`src/rtl/tdm_pkg.sv`:
```
// Shared definitions for the 8:1 TDM multiplexer/demultiplexer pair.
// Holds the channel count, channel-index type and framing state enum.
package tdm_pkg;

    localparam int NUM_CH = 8;
    localparam int CH_W   = 3;

    typedef enum logic {
        HUNT   = 1'b0,
        LOCKED = 1'b1
    } state_e;

    typedef logic [CH_W-1:0] ch_idx_t;

    function automatic logic is_last_ch(input ch_idx_t c);
        return c == ch_idx_t'(NUM_CH - 1);
    endfunction

endpackage

```
`src/rtl/tdm_demux_8to1_if.sv`:
```
// Serial-in / parallel-out bundle for the TDM demultiplexer.
// master drives the serial side; slave is the demultiplexer.
interface tdm_demux_8to1_if
    import tdm_pkg::*;
#(
    parameter int W = 8
);

    logic [W-1:0]        din;
    logic                din_valid;
    logic                frame_sync;
    logic [NUM_CH*W-1:0] dout;
    logic                frame_valid;
    logic                locked;
    logic                sync_err;

    modport master (
        output din, din_valid, frame_sync,
        input  dout, frame_valid, locked, sync_err
    );

    modport slave (
        input  din, din_valid, frame_sync,
        output dout, frame_valid, locked, sync_err
    );

endinterface

```
`src/rtl/tdm_ch_counter.sv`:
```
// Wrapping channel counter with load-to-1, clear and terminal count.
// Priority: clear, then load, then increment.
module tdm_ch_counter
    import tdm_pkg::*;
(
    input  logic    clk,
    input  logic    rst_n,
    input  logic    clr_i,
    input  logic    load1_i,
    input  logic    inc_i,
    output ch_idx_t ch_o,
    output logic    tc_o
);

    ch_idx_t ch_q;
    ch_idx_t ch_d;

    always_comb begin
        ch_d = ch_q;
        unique case (1'b1)
            clr_i:   ch_d = '0;
            load1_i: ch_d = ch_idx_t'(1);
            inc_i:   ch_d = ch_q + ch_idx_t'(1);
            default: ch_d = ch_q;
        endcase
    end

    always_ff @(posedge clk or negedge rst_n) begin
        if (!rst_n) begin
            ch_q <= '0;
        end else begin
            ch_q <= ch_d;
        end
    end

    assign ch_o = ch_q;
    assign tc_o = is_last_ch(ch_q);

endmodule

```
`src/rtl/tdm_demux_8to1.sv`:
```
// 8:1 TDM demultiplexer: stages serial samples, emits whole frames.
// Define TDM_DEMUX_SYNC_CHECK_EN to re-align and flag misplaced frame_sync.
module tdm_demux_8to1
    import tdm_pkg::*;
#(
    parameter int W = 8
)(
    input  logic              clk,
    input  logic              rst_n,
    tdm_demux_8to1_if.slave   tdm
);

    state_e              state_q;
    state_e              state_d;
    logic [W-1:0]        stg_q [NUM_CH];
    logic [NUM_CH*W-1:0] dout_q;
    logic [NUM_CH*W-1:0] dout_d;
    logic                fv_q;
    logic                fv_d;
    logic                err_q;
    logic                err_d;

    logic    stg_we;
    ch_idx_t stg_idx;
    logic    cnt_clr;
    logic    cnt_load;
    logic    cnt_inc;
    ch_idx_t ch;
    logic    ch_tc;
    logic    resync;

    tdm_ch_counter u_cnt (
        .clk     (clk),
        .rst_n   (rst_n),
        .clr_i   (cnt_clr),
        .load1_i (cnt_load),
        .inc_i   (cnt_inc),
        .ch_o    (ch),
        .tc_o    (ch_tc)
    );

`ifdef TDM_DEMUX_SYNC_CHECK_EN
    assign resync = tdm.frame_sync && (ch != '0);
`else
    assign resync = 1'b0;
`endif

    always_comb begin
        state_d  = state_q;
        dout_d   = dout_q;
        fv_d     = 1'b0;
        err_d    = 1'b0;
        stg_we   = 1'b0;
        stg_idx  = ch;
        cnt_clr  = 1'b0;
        cnt_load = 1'b0;
        cnt_inc  = 1'b0;
        unique case (state_q)
            HUNT: begin
                if (tdm.din_valid) begin
                    if (tdm.frame_sync) begin
                        state_d  = LOCKED;
                        stg_we   = 1'b1;
                        stg_idx  = '0;
                        cnt_load = 1'b1;
                    end else begin
                        cnt_clr = 1'b1;
                    end
                end
            end
            LOCKED: begin
                if (tdm.din_valid) begin
                    if (resync) begin
                        err_d    = 1'b1;
                        stg_we   = 1'b1;
                        stg_idx  = '0;
                        cnt_load = 1'b1;
                    end else begin
                        stg_we  = 1'b1;
                        cnt_inc = 1'b1;
                        if (ch_tc) begin
                            // last channel bypasses staging
                            fv_d = 1'b1;
                            for (int k = 0; k < NUM_CH - 1; k++) begin
                                dout_d[k*W +: W] = stg_q[k];
                            end
                            dout_d[(NUM_CH-1)*W +: W] = tdm.din;
                        end
                    end
                end
            end
            default: state_d = HUNT;
        endcase
    end

    always_ff @(posedge clk or negedge rst_n) begin
        if (!rst_n) begin
            state_q <= HUNT;
            dout_q  <= '0;
            fv_q    <= 1'b0;
            err_q   <= 1'b0;
        end else begin
            state_q <= state_d;
            dout_q  <= dout_d;
            fv_q    <= fv_d;
            err_q   <= err_d;
        end
    end

    always_ff @(posedge clk or negedge rst_n) begin
        if (!rst_n) begin
            for (int k = 0; k < NUM_CH; k++) begin
                stg_q[k] <= '0;
            end
        end else if (stg_we) begin
            stg_q[stg_idx] <= tdm.din;
        end
    end

    assign tdm.dout        = dout_q;
    assign tdm.frame_valid = fv_q;
    assign tdm.locked      = (state_q == LOCKED);
    assign tdm.sync_err    = err_q;

endmodule
```
`src/flat_wrapper.sv`:
```
// flat-port wrapper written by rule: the top's interface ports become plain ports
module tdm_demux_8to1_flat import tdm_pkg::*;
#(
    parameter int W = 8
)
  (clk, rst_n, tdm_din, tdm_din_valid, tdm_frame_sync, tdm_dout, tdm_frame_valid, tdm_locked, tdm_sync_err);
  tdm_demux_8to1_if #(.W(W)) tdm_i ();
  input  logic clk;
  input  logic rst_n;
  input wire logic [$bits(tdm_i.din)-1:0] tdm_din;
  input wire logic [$bits(tdm_i.din_valid)-1:0] tdm_din_valid;
  input wire logic [$bits(tdm_i.frame_sync)-1:0] tdm_frame_sync;
  output wire logic [$bits(tdm_i.dout)-1:0] tdm_dout;
  output wire logic [$bits(tdm_i.frame_valid)-1:0] tdm_frame_valid;
  output wire logic [$bits(tdm_i.locked)-1:0] tdm_locked;
  output wire logic [$bits(tdm_i.sync_err)-1:0] tdm_sync_err;
  assign tdm_i.din = tdm_din;
  assign tdm_i.din_valid = tdm_din_valid;
  assign tdm_i.frame_sync = tdm_frame_sync;
  assign tdm_dout = tdm_i.dout;
  assign tdm_frame_valid = tdm_i.frame_valid;
  assign tdm_locked = tdm_i.locked;
  assign tdm_sync_err = tdm_i.sync_err;
  tdm_demux_8to1 #(.W(W)) u_core (.clk(clk), .rst_n(rst_n), .tdm(tdm_i));
endmodule
```
`config.mk`:
```
export PLATFORM = sky130hd
export DESIGN_NAME = tdm_demux_8to1_flat
export DESIGN_NICKNAME = d
export VERILOG_FILES = /design/src/rtl/tdm_pkg.sv /design/src/rtl/tdm_demux_8to1_if.sv /design/src/rtl/tdm_ch_counter.sv /design/src/rtl/tdm_demux_8to1.sv /design/src/flat_wrapper.sv
export SDC_FILE = /design/constraint.sdc
export NUM_CORES = 1
export LEC_CHECK = 0
export CORE_AREA = 2 2 113 115
export DETAILED_ROUTE_END_ITERATION = 10
export DIE_AREA = 0 0 115 117
export REMOVE_ABC_BUFFERS = 1
export SETUP_SLACK_MARGIN = 0.4
export SLEW_MARGIN = 30
export SYNTH_ARGS = -nofsm -noshare
export SYNTH_HDL_FRONTEND = slang
export SYNTH_HIERARCHICAL = 1
export SYNTH_SLANG_ARGS = --single-unit
```
`constraint.sdc`:
```
create_clock -name clk -period 1.6 [get_ports clk]
set_clock_uncertainty 0.05 [all_clocks]
set_input_delay 0.24 -clock clk [delete_from_list [all_inputs] [get_ports clk]]
set_output_delay 0.24 -clock clk [all_outputs]
set_load 0.01 [all_outputs]
```
=== Yosys cells after proc, flatten, opt, wreduce, memory -nomap -nowiden ===
Cells that the tools add are included.

* $add $sub $neg: 1
* Multiply operators: 0
* Div/mod/pow operators: 0
* Magnitude comparators: 2
* Equal/unequal tests: 1
* Shift-type cells: 0
* Multiplexer cells: 20
* Bitwise operators: 2
* Reduce and logical (&&, ||, !) cells: 3

{| class="wikitable"
|+ Operators with widths
! operator !! count
|-
| $bwmux W64 || 1
|-
| $demux W8 S3 || 1
|-
| $mux W1 || 11
|-
| $pmux W3 S3 || 1
|-
| $mux W8 || 1
|-
| $mux W3 || 2
|-
| $pmux W3 S2 || 1
|-
| $ge A4 B4 Y1 const B || 1
|-
| $lt A4 B1 Y1 const B || 1
|-
| $not A3 Y4 || 1
|-
| $pmux W1 S2 || 2
|-
| $add A3 B1 Y3 const B || 1
|-
| $eq A3 B3 Y1 const B || 1
|-
| $reduce_and A3 Y1 || 1
|-
| $reduce_bool A3 Y1 || 1
|-
| $logic_and A1 B1 Y1 || 1
|-
| $not A1 Y1 || 1
|}

* Flip-flop bits (word level): 133
* Latch bits: 0
* Memory bits (writable): 0
* ROM bits: 0
* Input bits: 12
* Output and inout port bits: 67
* Word-level logic and storage cells: 41
* Memories kept: 0

=== Logic depth before layout (Yosys ltp) ===
* Depth in word-level cells: 9
* Mapped depth: 6

=== By module ===
The synthesis kept the hierarchy.

{| class="wikitable"
|+ By module, submodules not included
! module !! instances !! cells each !! area an instance (um^2)
|-
| tdm_demux_8to1 || 1 || 272 || 4655.7
|-
| tdm_ch_counter || 1 || 14 || 152.6
|}

=== Worst setup path after synthesis ===
Ideal clock, no wire load.

* Path kind: flip-flop to flip-flop
* Start point: register u_core.u_cnt.ch_q[1], in the netlist u_core/u_cnt/ch_o[1]
* End point: register u_core.dout_q[59], in the netlist u_core/tdm.dout[59]
* Library setup time: 125 ps
* Arrival time: 1508 ps
* Data required time: 1425 ps
* Path slack: -82 ps
* Stages on the path, launching flop included: 7
* Path buffers: 1
* Cells stage by stage: dfrtp_1 > ha_1 > ha_1 > nand3_1 > inv_2 > buf_2 > mux2_2

* Word-level cells in the longest chain between the ends: 2

{| class="wikitable"
|+ Ends and longest elaborated chain
! element !! RTL line !! RTL
|-
| from (decl) || tdm_ch_counter.sv:15 || <nowiki>ch_idx_t ch_q;</nowiki>
|-
| from (signal assigned) || tdm_ch_counter.sv:32 || <nowiki>ch_q <= ch_d;</nowiki>
|-
| $eq A3 B3 Y1 || tdm_pkg.sv:16 || <nowiki>return c == ch_idx_t'(NUM_CH - 1);</nowiki>
|-
| named net u_core.ch_tc || tdm_demux_8to1.sv:29 || <nowiki>logic ch_tc;</nowiki>
|-
| $reduce_and A3 Y1 (no source line) || n/a ||
|-
| to (signal assigned) || tdm_demux_8to1.sv:104 || <nowiki>dout_q <= dout_d;</nowiki>
|-
| to (decl) || tdm_demux_8to1.sv:16 || <nowiki>logic [NUM_CH*W-1:0] dout_q;</nowiki>
|}

The timed path passes the listed nets, and every way through them passes these cells.
A chain may end at the register's enable or synchronous reset.

=== Worst setup path after layout ===
* Start point: register u_core.u_cnt.ch_q[1], in the netlist u_core/u_cnt/ch_o[1]
* End point: register u_core.dout_q[6], in the netlist u_core/tdm.dout[6]

The elaborated chain is that of the path after synthesis.

==> results.toml <==
[sta]
drv_slew = 0
timing.fmax_ghz = 0.6007
rsz0062_at_grt = "yes"
hold_violations = 0
fin_crit_sh = 1.040
setup_ws_ps = -64.69
setup_viol = 106
final.setup.tns_ps = -3466
min_period_ps = 1665

[clock_network]
cts_buffers = 17
clk_path_buf_depth = 2
path_clk_slew_ps = 60
cts_sinks = 125
cts_tree = "yes"
htreeDepth = 4
insertion_delay_ps = 410
root_buffer = "clkbuf_16"

[routing]
drt_first_pass_iters = 4
vias = 2929
routed_wl_um = 10800
drt_iter0_markers = 147
wl_per_cell_um = 18.01
drc = 0
ant_nets = 0
vias_per_cell = 4.882

[global_routing]
grt_pass1_wl_um = 16930
grt_start_max_net_pins = 47
grtUsageTotal = 0.1719
antenna_found_initial = 1
first_global_vias = 3076
overflow = 0

[logic_synthesis]
synth.distinct_cells = 28
yosysWarnings = 6
synthCells = 286
synth_area_mm2 = 0.004808
yosys-top-cells-count = "dfrtp_1, mux2_2, mux2_4"
synth_area_per_cell_um2 = 16.81
ys_seq_elements = 125
async_flop_share = 1.000
synth-seq-area-share = 0.6505
synth-edff-count = 0
yosys-top-cells-area = "dfrtp_1, mux2_2, mux2_4"
synth.most_common_cell = "dfrtp_1"
yosysTopAreaCell = "dfrtp_1"
yosysTopAreaCellShare = 0.6505
synth_ff_type = "dfrtp_1"

[setup_path]
critical_path_depth = 7
cp_common_cell = "buf_12"
cpPeakStageDelay_ps = 350
critPathKind = "flop to flop"
path_cells = "ha_2 -> ha_4 -> nand3_4 -> inv_4 -> buf_12 -> buf_12 -> mux2_4"
cp_max_fo = 10
critPathRequiredTime_ps = 1830
crit_arrival_ps = 1900
cp.buffers_inverters = 3
crit_family = "buffers and inverters"
startpoint_type = "flop"
worst_setup_path_end_kind = "flop"
cp_slowest_cell = "dfrtp_1"
r2r_cells = 7

[floorplanning]
std_cell_rows = 41
die_area_mm2 = 0.01346
start_util = 0.3905
fp.dieH_um = 117
io_pins = 79
core_area_mm2 = 0.01231
die_w_um = 115

[power_and_ir_drop]
p_leak_nw = 3.476
finalPower_mw = 14.09
powerDensity_mw_per_mm2 = 1973
irDropWorstVdd_mv = 0.9647

[place]
hpwlAfterDp_um = 6250
gp_congestion = 0.7639
dpl_cell_area_mm2 = 0.005983
portBuffers = 77

[layout]
design_area_mm2 = 0.007138
nNetsFinal = 452
fillers = 976
antennaDiodeCount = 0
final-seq-area_mm2 = 0.003129
syn_to_final_growth_pct = 48.45
final_layout_size_suffix_gt1_frac = 0.6800
multi_input_area_mm2 = 0.001916

[hold_path]
min_path_type = "primary input to asynchronous set/reset pin"

[run_status]
status = "finished with violations"
failed_checks = "setup timing"

[job]
drv_cap = 0
==> per-stage QoR <==
step,instances,setup WS [ps],hold slack (ps),util
after floorplan,277,-1111,-105.6,-
after global placement,527,-387.4,142.0,0.4860
after detailed placement,527,-421.8,142.9,0.4860
after CTS,582,-72.19,238.8,0.5575
after global routing,600,-122.4,286.7,0.5798
final,600,-64.69,247.4,0.5798
==> power by group <==
part	internal, mW	total, mW	switching (mW)	leakage (nW)
Combinational	3.03	4.70	1.67	1.63
Sequential	4.63	5.43	0.799	1.55
Clock	2.62	3.95	1.33	0.291
Total	10.3	14.1	3.80	3.48
==> sequential cells by signal, indices dropped and copies added (netlist names) <==
signal	flops
u_core/u_cnt/ch_o	3
u_core/tdm.frame_valid	1
u_core/tdm.locked	1
u_core/tdm.dout	64
u_core/stg_q	56
==> cell type report <==
type,count,share of cell area
repair buffers,142,0.1777
clock buffers,19,0.06205
flip-flops and latches,125,0.4384
multi-input cells,147,0.2684
inverters,5,0.003330
well taps,150,0.02629
clock inverters,12,0.02384
==> logic make-up after synthesis <==
| group | Yosys count | share of synthesized area |
|---|---|---|
| compound gates | 5 | 0.009109 |
| fa+ha+maj | 2 | 0.005203 |
| buf+inv | 14 | 0.01509 |
| flops | 125 | 0.6505 |
| mux | 120 | 0.2873 |
| other cells | 1 | 0.0007799 |
| simple gates | 19 | 0.03200 |
==> cell usage in the layout, fill, tap and decap left out, types with 4 or more instances in the layout <==
cell | netlist | layout
buf_12 | 0 | 11
buf_16 | 0 | 5
buf_2 | 6 | 60
buf_4 | 1 | 37
buf_6 | 1 | 15
bufinv_16 | 0 | 4
clkbuf_16 | 0 | 18
clkdlybuf4s50_1 | 0 | 9
clkinv_2 | 0 | 4
clkinvlp_4 | 0 | 4
dfrtp_1 | 125 | 124
mux2_2 | 112 | 59
mux2_4 | 8 | 61
==> final timing paths <==
kind / end / slack (ps) / from
worst max-delay path: u_core/tdm.dout[6] / -60 / u_core/u_cnt/ch_o[1]
worst min-delay path: u_core/tdm.dout[49] / 250 / rst_n
worst max register to register: u_core/tdm.dout[6] / -60 / u_core/u_cnt/ch_o[1]
worst min register to register: u_core/tdm.dout[47] / 450 / u_core/tdm.dout[47]
max in group asynchronous: u_core/tdm.dout[62] / 640 / rst_n
min in group clk: u_core/tdm.locked / 430 / tdm_din_valid
==> layer usage <==
metal  up-vias  wire [um]  GRT usage  share of wire
met3        14        500    0.05252          0.046
met4         2        107    0.06506         0.0099
met5         -         13          0         0.0012
met1      1523       4998     0.2287           0.46
met2        67       5184     0.2675           0.48
li1       1323          -          -              -
==> repair_timing <==
| action | 4_1_cts | 5_1_grt |
|---|---|---|
| endpoints found under the hold margin | 25 | 0 |
| gates cloned | 4 | 1 |
| pin swaps | 9 | 4 |
| setup buffers | 19 | 17 |
| hold buffers | 1 | 0 |
| endpoints found under the setup margin | 190 | 190 |
| resized for setup | 339 | 27 |
Power figures use the tool's default switching activity.
